File: src/rtl/posit_pio_bridge.sv
// Handshake bridge between level-only HPS PIO registers and the posit/float
// arithmetic core. Each go toggle becomes one valid/ready request. The bridge
// tracks the core's variable latency, latches the result and status for the
// HPS, and forces a NaR result if the core stalls past TIMEOUT cycles.
//
// Ports:
//   clock, reset_n          fabric clock, async active-low reset
//   pio_num1/pio_num2       operands from HPS
//   pio_ctrl                [0] go toggle, [2:1] opcode
//   pio_result              last result (or NAR on timeout)
//   pio_status              [0] busy [1] done [2] timeout [3] overrun [15:8] seq
//   core_num1/num2/op       captured request payload
//   core_in_valid/ready     request handshake
//   core_result/out_valid   single-cycle response from the core
module posit_pio_bridge #(
  parameter int unsigned      WIDTH   = 32,
  parameter int unsigned      TIMEOUT = 1024,
  parameter logic [WIDTH-1:0] NAR     = {1'b1, {(WIDTH-1){1'b0}}}
) (
  input  logic             clock,
  input  logic             reset_n,
  input  logic [WIDTH-1:0] pio_num1,
  input  logic [WIDTH-1:0] pio_num2,
  input  logic [31:0]      pio_ctrl,
  output logic [WIDTH-1:0] pio_result,
  output logic [31:0]      pio_status,
  output logic [WIDTH-1:0] core_num1,
  output logic [WIDTH-1:0] core_num2,
  output logic [1:0]       core_op,
  output logic             core_in_valid,
  input  logic             core_in_ready,
  input  logic [WIDTH-1:0] core_result,
  input  logic             core_out_valid
);

  localparam int unsigned TW = (TIMEOUT > 1) ? $clog2(TIMEOUT) : 1;

  typedef enum logic [1:0] {ST_IDLE, ST_ISSUE, ST_WAIT} state_t;

  state_t           state_q, state_d;
  logic [TW-1:0]    timer_q, timer_d;
  logic [7:0]       seq_q, seq_d;
  logic             go_prev_q, go_prev_d;
  logic             armed_q, armed_d;
  logic             busy_q, busy_d;
  logic             done_q, done_d;
  logic             tmo_q, tmo_d;
  logic             ovr_q, ovr_d;
  logic             valid_q, valid_d;
  logic [WIDTH-1:0] result_q, result_d;
  logic [WIDTH-1:0] num1_q, num1_d;
  logic [WIDTH-1:0] num2_q, num2_d;
  logic [1:0]       op_q, op_d;

  logic             start;
  logic             expired;

  // A toggle only counts once the current level has been sampled after reset.
  assign start   = armed_q && (pio_ctrl[0] != go_prev_q);
  assign expired = (timer_q == TW'(TIMEOUT - 1));

  // Next-state and next-output logic
  always_comb begin
    state_d   = state_q;
    timer_d   = timer_q;
    seq_d     = seq_q;
    go_prev_d = pio_ctrl[0];
    armed_d   = 1'b1;
    busy_d    = busy_q;
    done_d    = done_q;
    tmo_d     = tmo_q;
    ovr_d     = ovr_q;
    valid_d   = valid_q;
    result_d  = result_q;
    num1_d    = num1_q;
    num2_d    = num2_q;
    op_d      = op_q;

    case (state_q)
      ST_IDLE: begin
        if (start) begin
          num1_d  = pio_num1;
          num2_d  = pio_num2;
          op_d    = pio_ctrl[2:1];
          busy_d  = 1'b1;
          done_d  = 1'b0;
          tmo_d   = 1'b0;
          ovr_d   = 1'b0;
          timer_d = '0;
          valid_d = 1'b1;
          state_d = ST_ISSUE;
        end
      end
      ST_ISSUE: begin
        timer_d = timer_q + TW'(1);
        if (start) ovr_d = 1'b1;
        // Responses cannot arrive before the request is accepted, so expiry here is final.
        if (expired) begin
          result_d = NAR;
          tmo_d    = 1'b1;
          done_d   = 1'b1;
          busy_d   = 1'b0;
          valid_d  = 1'b0;
          state_d  = ST_IDLE;
        end else if (core_in_ready) begin
          valid_d = 1'b0;
          state_d = ST_WAIT;
        end
      end
      ST_WAIT: begin
        timer_d = timer_q + TW'(1);
        if (start) ovr_d = 1'b1;
        // A response on the expiry cycle still wins over the timeout.
        if (core_out_valid) begin
          result_d = core_result;
          done_d   = 1'b1;
          busy_d   = 1'b0;
          seq_d    = seq_q + 8'd1;
          state_d  = ST_IDLE;
        end else if (expired) begin
          result_d = NAR;
          tmo_d    = 1'b1;
          done_d   = 1'b1;
          busy_d   = 1'b0;
          state_d  = ST_IDLE;
        end
      end
      default: state_d = ST_IDLE;
    endcase
  end

  // State and output registers
  always_ff @(posedge clock or negedge reset_n) begin
    if (!reset_n) begin
      state_q   <= ST_IDLE;
      timer_q   <= '0;
      seq_q     <= '0;
      go_prev_q <= 1'b0;
      armed_q   <= 1'b0;
      busy_q    <= 1'b0;
      done_q    <= 1'b0;
      tmo_q     <= 1'b0;
      ovr_q     <= 1'b0;
      valid_q   <= 1'b0;
      result_q  <= '0;
      num1_q    <= '0;
      num2_q    <= '0;
      op_q      <= '0;
    end else begin
      state_q   <= state_d;
      timer_q   <= timer_d;
      seq_q     <= seq_d;
      go_prev_q <= go_prev_d;
      armed_q   <= armed_d;
      busy_q    <= busy_d;
      done_q    <= done_d;
      tmo_q     <= tmo_d;
      ovr_q     <= ovr_d;
      valid_q   <= valid_d;
      result_q  <= result_d;
      num1_q    <= num1_d;
      num2_q    <= num2_d;
      op_q      <= op_d;
    end
  end

  assign pio_result    = result_q;
  assign pio_status    = {16'd0, seq_q, 4'd0, ovr_q, tmo_q, done_q, busy_q};
  assign core_num1     = num1_q;
  assign core_num2     = num2_q;
  assign core_op       = op_q;
  assign core_in_valid = valid_q;

endmodule

File: config.mk
export PLATFORM = sky130hd
export DESIGN_NAME = posit_pio_bridge
export DESIGN_NICKNAME = d
export VERILOG_FILES = /design/src/rtl/posit_pio_bridge.sv
export SDC_FILE = /design/constraint.sdc
export NUM_CORES = 1
export LEC_CHECK = 0
export CAP_MARGIN = 20
export CORE_MARGIN = 8
export CORE_UTILIZATION = 40
export CTS_CLUSTER_DIAMETER = 50
export CTS_CLUSTER_SIZE = 40
export DETAILED_ROUTE_END_ITERATION = 10
export PLACE_DENSITY = 0.88
export SYNTH_ARGS = -nofsm -noshare
export SYNTH_HDL_FRONTEND = slang
export SYNTH_SLANG_ARGS = --single-unit
File: constraint.sdc
create_clock -name clock -period 2.2 [get_ports clock]
set_input_delay 0.33 -clock clock [delete_from_list [all_inputs] [get_ports clock]]
set_output_delay 0.33 -clock clock [all_outputs]
set_load 0.05 [all_outputs]
* Word-level counts from Yosys, hierarchy flattened *
Cells that the tools add are included.

storage, ports and cells
  output and inout port bits = 131
  input bits = 132
  bits in registers = 125
  logic and storage cells = 66

operators by class
  add/subtract/negate cells = 2
  eq/ne operators = 9
  muxes and demuxes = 26
  reduce and logical (&&, ||, !) cells = 15

operators with widths
  operator                 count
  $mux W32                 2
  $pmux W32 S2             1
  $pmux W10 S2             1
  $reduce_and A3 Y1        4
  $add A10 B1 Y10 const B  1
  $eq A10 B10 Y1 const B   1
  $mux W1                  10
  $mux W10                 1
  $mux W2                  5
  $pmux W1 S3              3
  $add A8 B1 Y8 const B    1
  $reduce_and A2 Y1        4
  $ne A3 B3 Y1 const B     2
  $pmux W2 S3              1
  $reduce_bool A2 Y1       3
  $ne A2 B2 Y1 const B     2
  $pmux W1 S2              2
  $reduce_bool A3 Y1       1
  $eq A2 B1 Y1 const B     1
  $eq A2 B2 Y1 const B     1
  $logic_not A2 Y1         1
  $ne A2 B1 Y1 const B     1
  $reduce_or A2 Y1         1
  $logic_and A1 B1 Y1      1
  $ne A1 B1 Y1             1

* Longest topological paths before layout *
  depth after elaboration = 4
  gate-level depth with buffers = 7
  gate-level depth less buffers = 6

* Least setup slack after synthesis *
OpenSTA, ideal clock, no wires.

  path kind = reg2reg
  start point = register state_q[0]
  end point = register seq_q[5]
  data arrival time = 1.411 ns
  slack = 0.647 ns
  library setup time = 0.142 ns
  required time = 2.058 ns
  period minus slack after synthesis = 1.553 ns
  path buffers = 0
  stages on the path, launching flop included = 7
  cells stage by stage = dfrtp_1 inv_1 ha_1 and2_0 and4_1 nand3_1 xnor2_1

on the way
  cells in the longest elaborated chain, start to end = 2

RTL lines
  item                         RTL line  RTL
  start: declaration           40        state_t state_q, state_d;
  start signal: assignment     150       state_q <= state_d;
  $eq A2 B2 Y1                 79        case (state_q)
  $reduce_and A2 Y1 (no line)  -
  end signal: assignment       152       seq_q <= seq_d;
  end: declaration             42        logic [7:0] seq_q, seq_d;

Every way passes these cells.
A chain may end at the register's enable or synchronous reset.

* Worst setup path after layout *
  start point = register seq_q[0]
  end point = output port pio_status[8]

RTL lines
  item              RTL line  RTL
  end: declaration  26        output logic [31:0] pio_status,

No word-level cell between the ends.

==> flow_summary.toml <==
[critical_path]
arrival_ns = 1.70
path_delay_family = "buffers and inverters"
crit_chain = "clkdlybuf4s50_1"
required_ns = 1.87
cp_max_fo = 6
critPathSlowestCell = "clkdlybuf4s50_1"
slowest_delay_ns = 0.86
crit_buf_inv = 1
path_class = "flip-flop to output port"
end_kind = "output port"
startpoint_type = "flip-flop"
reg2reg_slack_ns = 0.36

[clock_network]
clk_path_buf_depth = 2
cts_resized = 0
cts.sinks = 125
hold_buffers = 0
clk_pin_slew_ns = 0.05
insertion_delay_ns = 0.40
h-tree-depth = 4
cts_setup_buffers = 0
numCtsBuffers = 17
root_buffer = "clkbuf_16"
cts_tree = "built"

[logic_synthesis]
synth_cell_types = 41
synthAdderAreaFrac_pct = 1.425
yosysWarnings = 0
muxShareOfSynthArea_pct = 16.18
synth_top_family_by_area = "multiplexers"
yosys.area_share.simple_pct = 4.988
synth_top_area_share_pct = 59.38
synth-xor-area-share_pct = 1.639
synth.area.top_cells = "dfrtp_1 59%, mux2_4 8.3%, mux2_2 7.9%, a22o_1 5.3%, buf_4 3.6%"
syn_area_mm2 = 0.005268
syn_area_per_cell_um2 = 14.01
yosys.area.top_type = "dfrtp_1"
ys_seq_area_share_pct = 59.38
synth_cells = 376
synth-seq-cells = 125
synth_compound_area_share_pct = 10.38

[cells_and_area]
drive_above_1_share_pct = 18.12
utilization_pct = 62.38
register_area_mm2 = 0.003128
nets = 734
fin_area_mm2 = 0.008130
multi_input_area_mm2 = 0.001909
area_growth_pct = 54.35
fillers = 1017
antenna_cells = 0

[job]
drv_cap = 0

[detailed_routing]
drtPass1Iterations = 4
drc_errors = 0
wl_per_cell_um = 18.42
routed_wl_um = 14420
ant_nets = 0
num_vias = 3798
routed_via_density = 4.851
drt_iter0_drc = 198

[outcome]
outcome = "complete, but fails checks"
violations = "negative hold slack"

[placement]
portBuffers = 213
dp_hpwl_um = 10910
gp_congestion = 0.8307
post_dp_cell_area_mm2 = 0.007526
pre_cts_ws_ns = 0.1045

[sta]
fin_ws_ns = 0.1741
slew_violations = 0
whs_ns = -0.06773
max_freq_ghz = 0.4936
setup_viol = 0
worst_slew_pin_slew_ns = 0.7339
hold_viol_final = 11
clock_skew_ns = 0.005515
rsz0062_at_grt = "no"
setup-tns-final_ns = 0
period_share_pct = 92.09
max-slew-margin-rel_pct = 51.07
fin_crit_ns = 2.026

[die]
dieWidth_um = 130.8
initial_utilization_pct = 40.42
fp-row-count = 42
core_mm2 = 0.01303
die-area_mm2 = 0.01710
io-pin-count = 263
fp.dieH_um = 130.8

[pwr]
cellPowerDensity_mw_per_mm2 = 1837
leakage_nw = 3.611
ir_drop_mv = 1.104

[global_routing]
grt_usage_pct = 17.06
grt_max_degree = 126
grt_pass1_vias = 4321
grt_overflow = 0
antenna_found_initial = 0
grt_pass1_wl_um = 22130

[min_path]
min_path_type = "input port to asynchronous set/reset pin"
layout by cell type, fill, tap and decap left out, types with 2 or more instances in the layout:
cell type,netlist,layout
dfrtp_1,125,125
inv_1,5,5
clkbuf_8,0,2
nand2_1,15,15
xnor2_1,8,8
ha_1,6,6
clkdlybuf4s50_1,0,212
a21oi_1,7,7
o2bb2ai_1,2,2
nor2_1,2,2
buf_4,25,9
clkbuf_1,6,3
mux2_2,37,37
buf_12,0,3
and2_1,3,3
and3_1,2,2
a22o_1,32,32
o41ai_1,3,3
o31ai_1,3,3
nor3_1,4,4
clkbuf_16,0,17
a32o_1,2,2
nand3_1,8,8
o21a_1,3,3
nand4_1,4,4
o21ai_0,16,16
nor2b_1,2,2
conb_1,2,21
mux2_4,29,29
bufinv_16,0,4
clkinv_2,0,4
worst paths after layout:
kind / from / endpoint / cells past startpoint
worst min register to register: busy_q / busy_q / 1
worst min-delay path: reset_n / core_num1[24] / 2
max in group asynchronous: reset_n / timer_q[9] / 2
worst max register to register: timer_q[0] / pio_result[14] / 6
worst max-delay path: seq_q[0] / pio_status[8] / 1
min in group clock: core_result[31] / pio_result[31] / 3
layer usage:
metal	routed length [µm]	vias up	global-route usage, %
li1	-	1751	-
met1	5393	1847	18.10
met5	0	-	0
met2	7213	176	28.95
met3	1563	24	7.589
met4	250	0	7.360
sequential cells by signal, indices dropped and copies added, names as in the netlist:
name	flops
go_prev_q	1
busy_q	1
core_in_valid	1
core_num1	32
pio_result	32
ovr_q	1
core_op	2
timer_q	10
seq_q	8
tmo_q	1
state_q	2
done_q	1
armed_q	1
core_num2	32
cells in the mapped netlist (all sizes together):
cell     count
nand4        5
a32o         2
and2         4
xor2         1
nor2b        2
or3          1
nand2       16
and4         1
and3         2
xnor2        8
o21ai       16
mux2        66
o211ai       1
nand3        9
o41ai        3
ha           6
clkbuf       6
nand4b       1
a21oi        7
o2bb2ai      2
a311oi       1
nand2b       1
a22o        32
buf         36
dfrtp      125
o21a         3
a21o         1
conb         2
nor3         4
o31ai        4
a31oi        1
inv          5
nor2         2
cell type report:
type / count / area share [%]
clock buffers: 22 / 5.709
clock inverters: 8 / 1.724
inverters: 5 / 0.2308
multi-input cells: 223 / 23.48
flip-flops and latches: 125 / 38.47
well taps: 176 / 2.709
repair buffers: 224 / 27.67
cells by family after synthesis:
kind of cell	count (synthesis)
buffers and inverters	47
AOI/OAI and AO/OA	73
and+or+nand+nor	48
xor gates and xnor gates	9
DFF	125
other	2
muxes	66
adders and majority gates	6
metrics by stage:
stage	instances	total power [W]
after floorplan	395	0.009307
after detailed placement	753	0.01213
after CTS	783	0.01510
final	783	0.01493
after global placement	753	0.01192
after global routing	783	0.01560
power breakdown:
part	total (W)	internal (W)	switching, W
Combinational	0.00812	0.00306	0.00506
Sequential	0.00395	0.00333	0.000625
Clock	0.00286	0.00193	0.000926
No activity file was read; power rests on OpenSTA's default activity.
